**src/rtl/ram_arbiter_rr.sv**
```systemverilog
// Round-robin arbiter that hands a single-port RAM to one of N masters at a time,
// with an optional hold limit and a one-cycle turnaround gap between owners.
module ram_arbiter_rr #(
  parameter int N_MASTERS = 4,
  parameter int ADDR_W    = 8,
  parameter int DATA_W    = 8,
  parameter int MAX_HOLD  = 16
) (
  input  logic                          Clk,
  input  logic                          Rst,
  input  logic [N_MASTERS-1:0]          Req,
  output logic [N_MASTERS-1:0]          Grant,
  output logic [$clog2(N_MASTERS)-1:0]  Owner,
  output logic                          Busy,
  output logic                          Preempt,
  input  logic [N_MASTERS*ADDR_W-1:0]   M_Address,
  input  logic [N_MASTERS*DATA_W-1:0]   M_DataOut,
  input  logic [N_MASTERS-1:0]          M_Cs,
  input  logic [N_MASTERS-1:0]          M_Wen,
  input  logic [N_MASTERS-1:0]          M_Oen,
  output logic [ADDR_W-1:0]             RAM_Address,
  output logic [DATA_W-1:0]             RAM_DataIn,
  output logic                          RAM_Cs,
  output logic                          RAM_Wen,
  output logic                          RAM_Oen
);

  localparam int OW = $clog2(N_MASTERS);
  localparam int CW = (MAX_HOLD < 2) ? 1 : $clog2(MAX_HOLD);
  // The hold counter saturates at the limit, so a long solo owner is rotated
  // out as soon as a competitor shows up.
  localparam logic [CW-1:0] HOLD_LAST = CW'((MAX_HOLD > 0) ? MAX_HOLD - 1 : 0);

  typedef enum logic [1:0] {IDLE, GRANT, GAP} state_t;

  state_t                 state, state_nxt;
  logic [OW-1:0]          last, last_nxt, owner_nxt, winner, cand;
  logic [N_MASTERS-1:0]   grant_nxt, winner_mask, owner_mask;
  logic [CW-1:0]          hold_cnt, hold_nxt;
  logic                   preempt_nxt, any_req, other_req, hold_expired;
  logic [ADDR_W-1:0]      addr_q, mux_addr;
  logic [DATA_W-1:0]      data_q, mux_data;
  logic [ADDR_W-1:0]      addr_arr [N_MASTERS];
  logic [DATA_W-1:0]      data_arr [N_MASTERS];

  for (genvar i = 0; i < N_MASTERS; i++) begin : g_unpack
    assign addr_arr[i] = M_Address[i*ADDR_W +: ADDR_W];
    assign data_arr[i] = M_DataOut[i*DATA_W +: DATA_W];
  end

  // Descending scan so the candidate closest after the last owner wins.
  always_comb begin
    winner = last;
    cand   = '0;
    for (int i = N_MASTERS; i >= 1; i--) begin
      cand = OW'((int'(last) + i) % N_MASTERS);
      if (Req[cand]) winner = cand;
    end
    winner_mask         = '0;
    winner_mask[winner] = 1'b1;
    owner_mask          = '0;
    owner_mask[Owner]   = 1'b1;
  end

  assign any_req      = |Req;
  assign other_req    = |(Req & ~owner_mask);
  assign hold_expired = (MAX_HOLD > 0) && (hold_cnt == HOLD_LAST) && other_req;

  always_comb begin
    state_nxt   = state;
    grant_nxt   = Grant;
    owner_nxt   = Owner;
    last_nxt    = last;
    hold_nxt    = hold_cnt;
    preempt_nxt = 1'b0;
    case (state)
      GRANT: begin
        if (hold_cnt != HOLD_LAST) hold_nxt = hold_cnt + CW'(1);
        if (!Req[Owner]) begin
          state_nxt = GAP;
          grant_nxt = '0;
        end else if (hold_expired) begin
          state_nxt   = GAP;
          grant_nxt   = '0;
          preempt_nxt = 1'b1;
        end
      end
      default: begin
        grant_nxt = '0;
        if (any_req) begin
          state_nxt = GRANT;
          grant_nxt = winner_mask;
          owner_nxt = winner;
          last_nxt  = winner;
          hold_nxt  = '0;
        end else begin
          state_nxt = IDLE;
        end
      end
    endcase
  end

  always_ff @(posedge Clk) begin
    if (Rst) begin
      state    <= IDLE;
      Grant    <= '0;
      Owner    <= '0;
      last     <= OW'(N_MASTERS - 1);
      hold_cnt <= '0;
      Preempt  <= 1'b0;
      addr_q   <= '0;
      data_q   <= '0;
    end else begin
      state    <= state_nxt;
      Grant    <= grant_nxt;
      Owner    <= owner_nxt;
      last     <= last_nxt;
      hold_cnt <= hold_nxt;
      Preempt  <= preempt_nxt;
      if (state == GRANT) begin
        addr_q <= mux_addr;
        data_q <= mux_data;
      end
    end
  end

  // Address and data park on the last owner's values so the RAM pins stay quiet.
  assign Busy        = (state == GRANT);
  assign mux_addr    = addr_arr[Owner];
  assign mux_data    = data_arr[Owner];
  assign RAM_Address = Busy ? mux_addr : addr_q;
  assign RAM_DataIn  = Busy ? mux_data : data_q;
  assign RAM_Cs      = Busy & M_Cs[Owner];
  assign RAM_Wen     = ~Busy | M_Wen[Owner];
  assign RAM_Oen     = ~Busy | M_Oen[Owner];

endmodule

```
**config.mk**
```make
export PLATFORM = sky130hd
export DESIGN_NAME = ram_arbiter_rr
export DESIGN_NICKNAME = d
export VERILOG_FILES = /design/src/rtl/ram_arbiter_rr.sv
export SDC_FILE = /design/constraint.sdc
export NUM_CORES = 1
export LEC_CHECK = 0
export CAP_MARGIN = 20
export CORE_MARGIN = 4
export CORE_UTILIZATION = 31
export CTS_CLUSTER_DIAMETER = 30
export DETAILED_ROUTE_END_ITERATION = 16
export PLACE_DENSITY_LB_ADDON = 0.12
export SYNTH_ARGS = -nofsm -noshare
export SYNTH_HDL_FRONTEND = slang
export SYNTH_SLANG_ARGS = --single-unit
```
**constraint.sdc**
```tcl
create_clock -name Clk -period 4 [get_ports Clk]
set_input_delay 0.8 -clock Clk [delete_from_list [all_inputs] [get_ports Clk]]
set_output_delay 0.8 -clock Clk [all_outputs]
set_load 0.05 [all_outputs]
```
Word level (Yosys, flattened, before mapping)
Index checks and enable logic that the tools add are counted.
{"block": "op_classes", "n_addsub": 5, "order_cmp": 9, "eq_ne": 5, "muxes": 44, "bitwise_logic": 8, "n_reduce_logical": 9}
{"op": "$mux 8", "count": 6}
{"op": "$bmux 8 s2", "count": 2}
{"op": "$mux 4", "count": 7}
{"op": "$lt 2x3->1 const B", "count": 6}
{"op": "$bmux 1 s2", "count": 8}
{"op": "$mux 2", "count": 7}
{"op": "$mux 1", "count": 12}
{"op": "$reduce_or 4->1", "count": 2}
{"op": "$add 2x1->2 const B", "count": 2}
{"op": "$add 2x2->2 const B", "count": 2}
{"op": "$add 4x1->4 const B", "count": 1}
{"op": "$and 4x4->4", "count": 1}
{"op": "$demux 1 s2", "count": 2}
{"op": "$eq 4x4->1 const B", "count": 1}
{"op": "$ge 2x1->1 const B", "count": 2}
{"op": "$ne 4x4->1 const B", "count": 1}
{"op": "$not 4->4", "count": 1}
{"op": "$reduce_and 2->1", "count": 2}
{"op": "$ge 3x3->1 const B", "count": 1}
{"op": "$logic_and 1x1->1", "count": 3}
{"op": "$ne 3x3->1 const B", "count": 1}
{"op": "$not 2->3", "count": 1}
{"op": "$reduce_or 3->1", "count": 1}
{"op": "$eq 2x1->1 const B", "count": 1}
{"op": "other kinds (5)", "count": 7}
{"block": "totals", "regBits": 31, "input_bits": 82, "output_inout_bits": 27}

Logic depth before layout (Yosys ltp)
{"block": "logic_depth", "ltp_word": 13, "depth_mapped": 5}

Worst setup path after synthesis
OpenSTA, ideal clock, no wires.
{"block": "synth_path", "kind": "register to output", "start": "reg Owner[0]", "end": "out RAM_Address[1]", "arrival_ps": 1993, "t_required_ps": 3200, "setup_slack_ps": 1207, "stages_incl_launch_ff": 6, "path_buffers": 2, "cell_sequence": "dfxtp_1 -> buf_6 -> buf_2 -> mux4_2 -> nand2_1 -> nand2_1"}
{"block": "synth_via", "elab_chain_len": 5}
{"item": "start: declaration", "line_no": "13", "text": "output logic [$clog2(N_MASTERS)-1:0] Owner,"}
{"item": "start signal: assignment", "line_no": "116", "text": "Owner <= owner_nxt;"}
{"item": "$not 2->3 (implied by the code)", "line_no": "129", "text": "assign mux_addr = addr_arr[Owner];"}
{"item": "$bmux 8 s2", "line_no": "129"}
{"item": "$mux 8 (implied by the code) (2 in a row)", "line_no": "129"}
{"item": "$mux 8"}
{"item": "end: declaration", "line_no": "21", "text": "output logic [ADDR_W-1:0] RAM_Address,"}
Every way passes these cells. The select of a mux whose other input is x is not followed.

Final worst setup path
{"block": "layout_path", "start": "reg Owner[0]", "end": "out RAM_DataIn[7]"}
{"block": "layout_via", "elab_chain_len": 5}
{"item": "$not 2->3 (implied by the code)", "line_no": "130", "text": "assign mux_data = data_arr[Owner];"}
{"item": "$bmux 8 s2", "line_no": "130"}
{"item": "$mux 8 (implied by the code) (2 in a row)", "line_no": "130"}
{"item": "$mux 8"}
{"item": "end: declaration", "line_no": "22", "text": "output logic [DATA_W-1:0] RAM_DataIn,"}
Every way passes these cells. The select of a mux whose other input is x is not followed.

==> flow_summary.json <==
{
  "peakVddDrop_uv": 281,
  "fin_worst_skew_ns": 0.00549,
  "worstReg2RegStart": "Owner[1]$_SDFFE_PP0P_",
  "internal_power_uw": 800,
  "routed_wl_mm": 5.52,
  "ant_nets": 0,
  "r2r_setup_slack_ns": 2.04,
  "yosys_warnings": 0,
  "initial_core_util": 0.328,
  "first_pass_iters": 4,
  "hold_viol_final": 0,
  "ys_ff_latch": 31,
  "status": "completed",
  "syn_inst": 198,
  "cts_root_buf": "clkbuf_8",
  "placed_cells": 369,
  "hold_class": "reg -> reg",
  "period_share": 0.855,
  "cts_inserted_buffers": 5,
  "cellLeakagePower_nw": 1.18,
  "grt_max_degree": 27,
  "io_pins": 109,
  "setup_slack_ns": 0.581,
  "drive_gt1_frac": 0.128,
  "grt_overflow_total": 0,
  "drt_iter0_markers": 65,
  "die_y_um": 85.5,
  "crit_path_max_fanout": 18,
  "start_kind": "flip-flop",
  "routedWlPerCell_um": 14.6,
  "core_area_sq_um": 5680,
  "worstRegToRegCells": 5,
  "yosysSeqAreaShare": 0.333,
  "synth_nets": 281,
  "synth.avg_cell_area_sq_um": 9.41,
  "antenna_cells": 0,
  "endpoint_kind": "output pin",
  "min_period_ns": 3.42,
  "synth_area_leaders": "dfxtp_1, mux4_2, nand2_1",
  "synth.distinct_cells": 41,
  "vias": 1904,
  "syn_area_sq_um": 1860,
  "r2r_end": "Grant[1]$_SDFFE_PP0P_",
  "stdcell_count": 377,
  "hpwlAfterDp_mm": 4.33,
  "seq_area_sq_um": 621,
  "p_comb_frac": 0.551,
  "vias_per_cell": 5.05,
  "ctsHoldBuffers": 0,
  "clockBufferDepth": 2,
  "tritoncts": "yes",
  "cts_setup_buffers": 0,
  "multi_input_area_sq_um": 1170,
  "fmax_mhz": 292,
  "yosysTopAreaCellShare": 0.333,
  "slew_violations": 0,
  "p_clk_frac": 0.172,
  "cap_viol_max_count": 0,
  "power.density_nw_per_um2": 449,
  "drc": 0,
  "dp_worst_setup_slack_ns": 0.619,
  "track_usage": 0.160,
  "tightest_slew_ns": 0.749,
  "worstPathRequired_ns": 3.20,
  "gp_congestion": 0.732,
  "hold_start": "data_q[1]$_SDFF_PP0_",
  "path_class": "reg -> out",
  "rsz0062_at_grt": "no",
  "seqPwrFrac": 0.277,
  "cts.clk_slew.worst_paths_ns": 0.07,
  "numClockSinks": 31,
  "p_sw_uw": 590,
  "yosys.area.top_type": "dfxtp_1",
  "nets": 387,
  "holdPathStages": 2,
  "ys.flop_type": "dfxtp_1",
  "fin_setup_tns_ns": 0,
  "chipWidth_um": 85.5,
  "arrival_ns": 2.62,
  "cts_max_level": 2,
  "placementRows": 27,
  "floorplan.die_area_sq_um": 7310,
  "setup_viol": 0,
  "p_total_mw": 1.39,
  "cts-resized-gates": 0,
  "first_global_vias": 2077,
  "async_flop_share": 0,
  "io_buffers": 108,
  "clk_latency_ns": 0.28,
  "relSlewSlack": 0.500,
  "grt_pass1_wl_mm": 9.45,
  "switching_share": 0.425,
  "syn2layout_area_growth_pct": 66.2,
  "synth-edff-count": 0,
  "fillers": 540,
  "antenna_found_initial": 0,
  "fin_util": 0.545,
  "hold_end": "data_q[1]$_SDFF_PP0_"
}
[area by class of cell]
class                           count  share of cell area
Timing Repair Buffer              112               0.363
Inverter                            3             0.00364
Clock buffer                        5              0.0222
Clock inverter                      3             0.00485
Multi-Input combinational cell    151               0.377
Sequential cell                    31               0.200
Tap cell                           72              0.0291
[placed cells by master (no fill, tap or decap), types with 2 or more instances in the layout]
cell type	instances
clkdlybuf4s50_1	108
nand2_1	54
dfxtp_1	31
a21oi_1	22
mux4_2	20
nor2_1	7
nand2b_1	6
clkbuf_8	5
inv_1	3
nor3_1	3
a32o_1	3
o21ai_1	3
clkinv_2	3
buf_4	3
and2_1	2
nand3_1	2
or3_1	2
nand3b_1	2
mux2i_1	2
o21ai_0	2
a22o_1	2
[worst max-delay path: stages, from the launching register on]
cell             delay [ns]
dfxtp_1                0.67
buf_12                 0.25
mux4_2                 0.52
nand2_1                0.10
nand2_1                0.06
clkdlybuf4s50_1        0.72
[registers in the layout, summed over array words and instances (netlist names)]
signal    flops
Grant         4
Owner         2
Preempt       1
addr_q        8
data_q        8
hold_cnt      4
last          2
state         2
[how the worst max path moves through the flow]
| stage | slack [ns] | end | start |
|---|---|---|---|
| global route | 0.42 | RAM_DataIn[7] | Owner[0]$_SDFFE_PP0P_ |
| CTS | 0.52 | RAM_DataIn[7] | Owner[0]$_SDFFE_PP0P_ |
| detailed placement | 0.62 | RAM_DataIn[7] | M_DataOut[31] |
| global placement | 0.63 | RAM_DataIn[7] | M_DataOut[31] |
| floorplan | 1.21 | RAM_Address[1] | Owner[0]$_SDFFE_PP0P_ |
| finish | 0.58 | RAM_DataIn[7] | Owner[0]$_SDFFE_PP0P_ |
[metrics by stage]
stage,instance area [sq um],hold WS [ns]
after floorplan,1860,0.444
final,3100,0.463
after global routing,3100,0.479
after detailed placement,3010,0.456
after global placement,3010,0.451
after CTS,3100,0.466
[cell usage after synthesis, types with 2 or more instances]
master,count
a21oi_1,22
a22o_1,2
a32o_1,3
and2_1,2
buf_1,2
buf_2,4
clkbuf_1,5
dfxtp_1,31
inv_1,3
mux2i_1,2
mux4_2,20
nand2_1,54
nand2b_1,6
nand3_1,2
nand3b_1,2
nor2_1,7
nor3_1,3
o21ai_0,2
o21ai_1,3
or3_1,2
[power by group through the flow]
stage                     clock network, mW  registers, mW  logic [mW]
after CTS                             0.248          0.386       0.777
after floorplan                           0          0.410       0.487
after detailed placement                  0          0.394       0.775
after global routing                  0.260          0.392       0.823
after global placement                    0          0.392       0.773
final                                 0.239          0.385       0.766
[kinds of logic (layout without fill, tap and decap cells)]
logic type,after synthesis,count (layout),share of synthesized area
mux,23,23,0.259
simple gates,86,86,0.213
compound gates,41,41,0.148
flops,31,31,0.333
buf+inv,16,123,0.0410
fa+ha+maj,1,1,0.00671
[routing by layer]
metal / vias up / GRT usage / share of wire
met3: 5 / 0.0634 / 0.11
met5: - / 0 / 0
met2: 81 / 0.275 / 0.49
met1: 879 / 0.179 / 0.39
met4: 0 / 0.0576 / 0.015
li1: 939 / - / -
(Power assumes the default switching activity.)
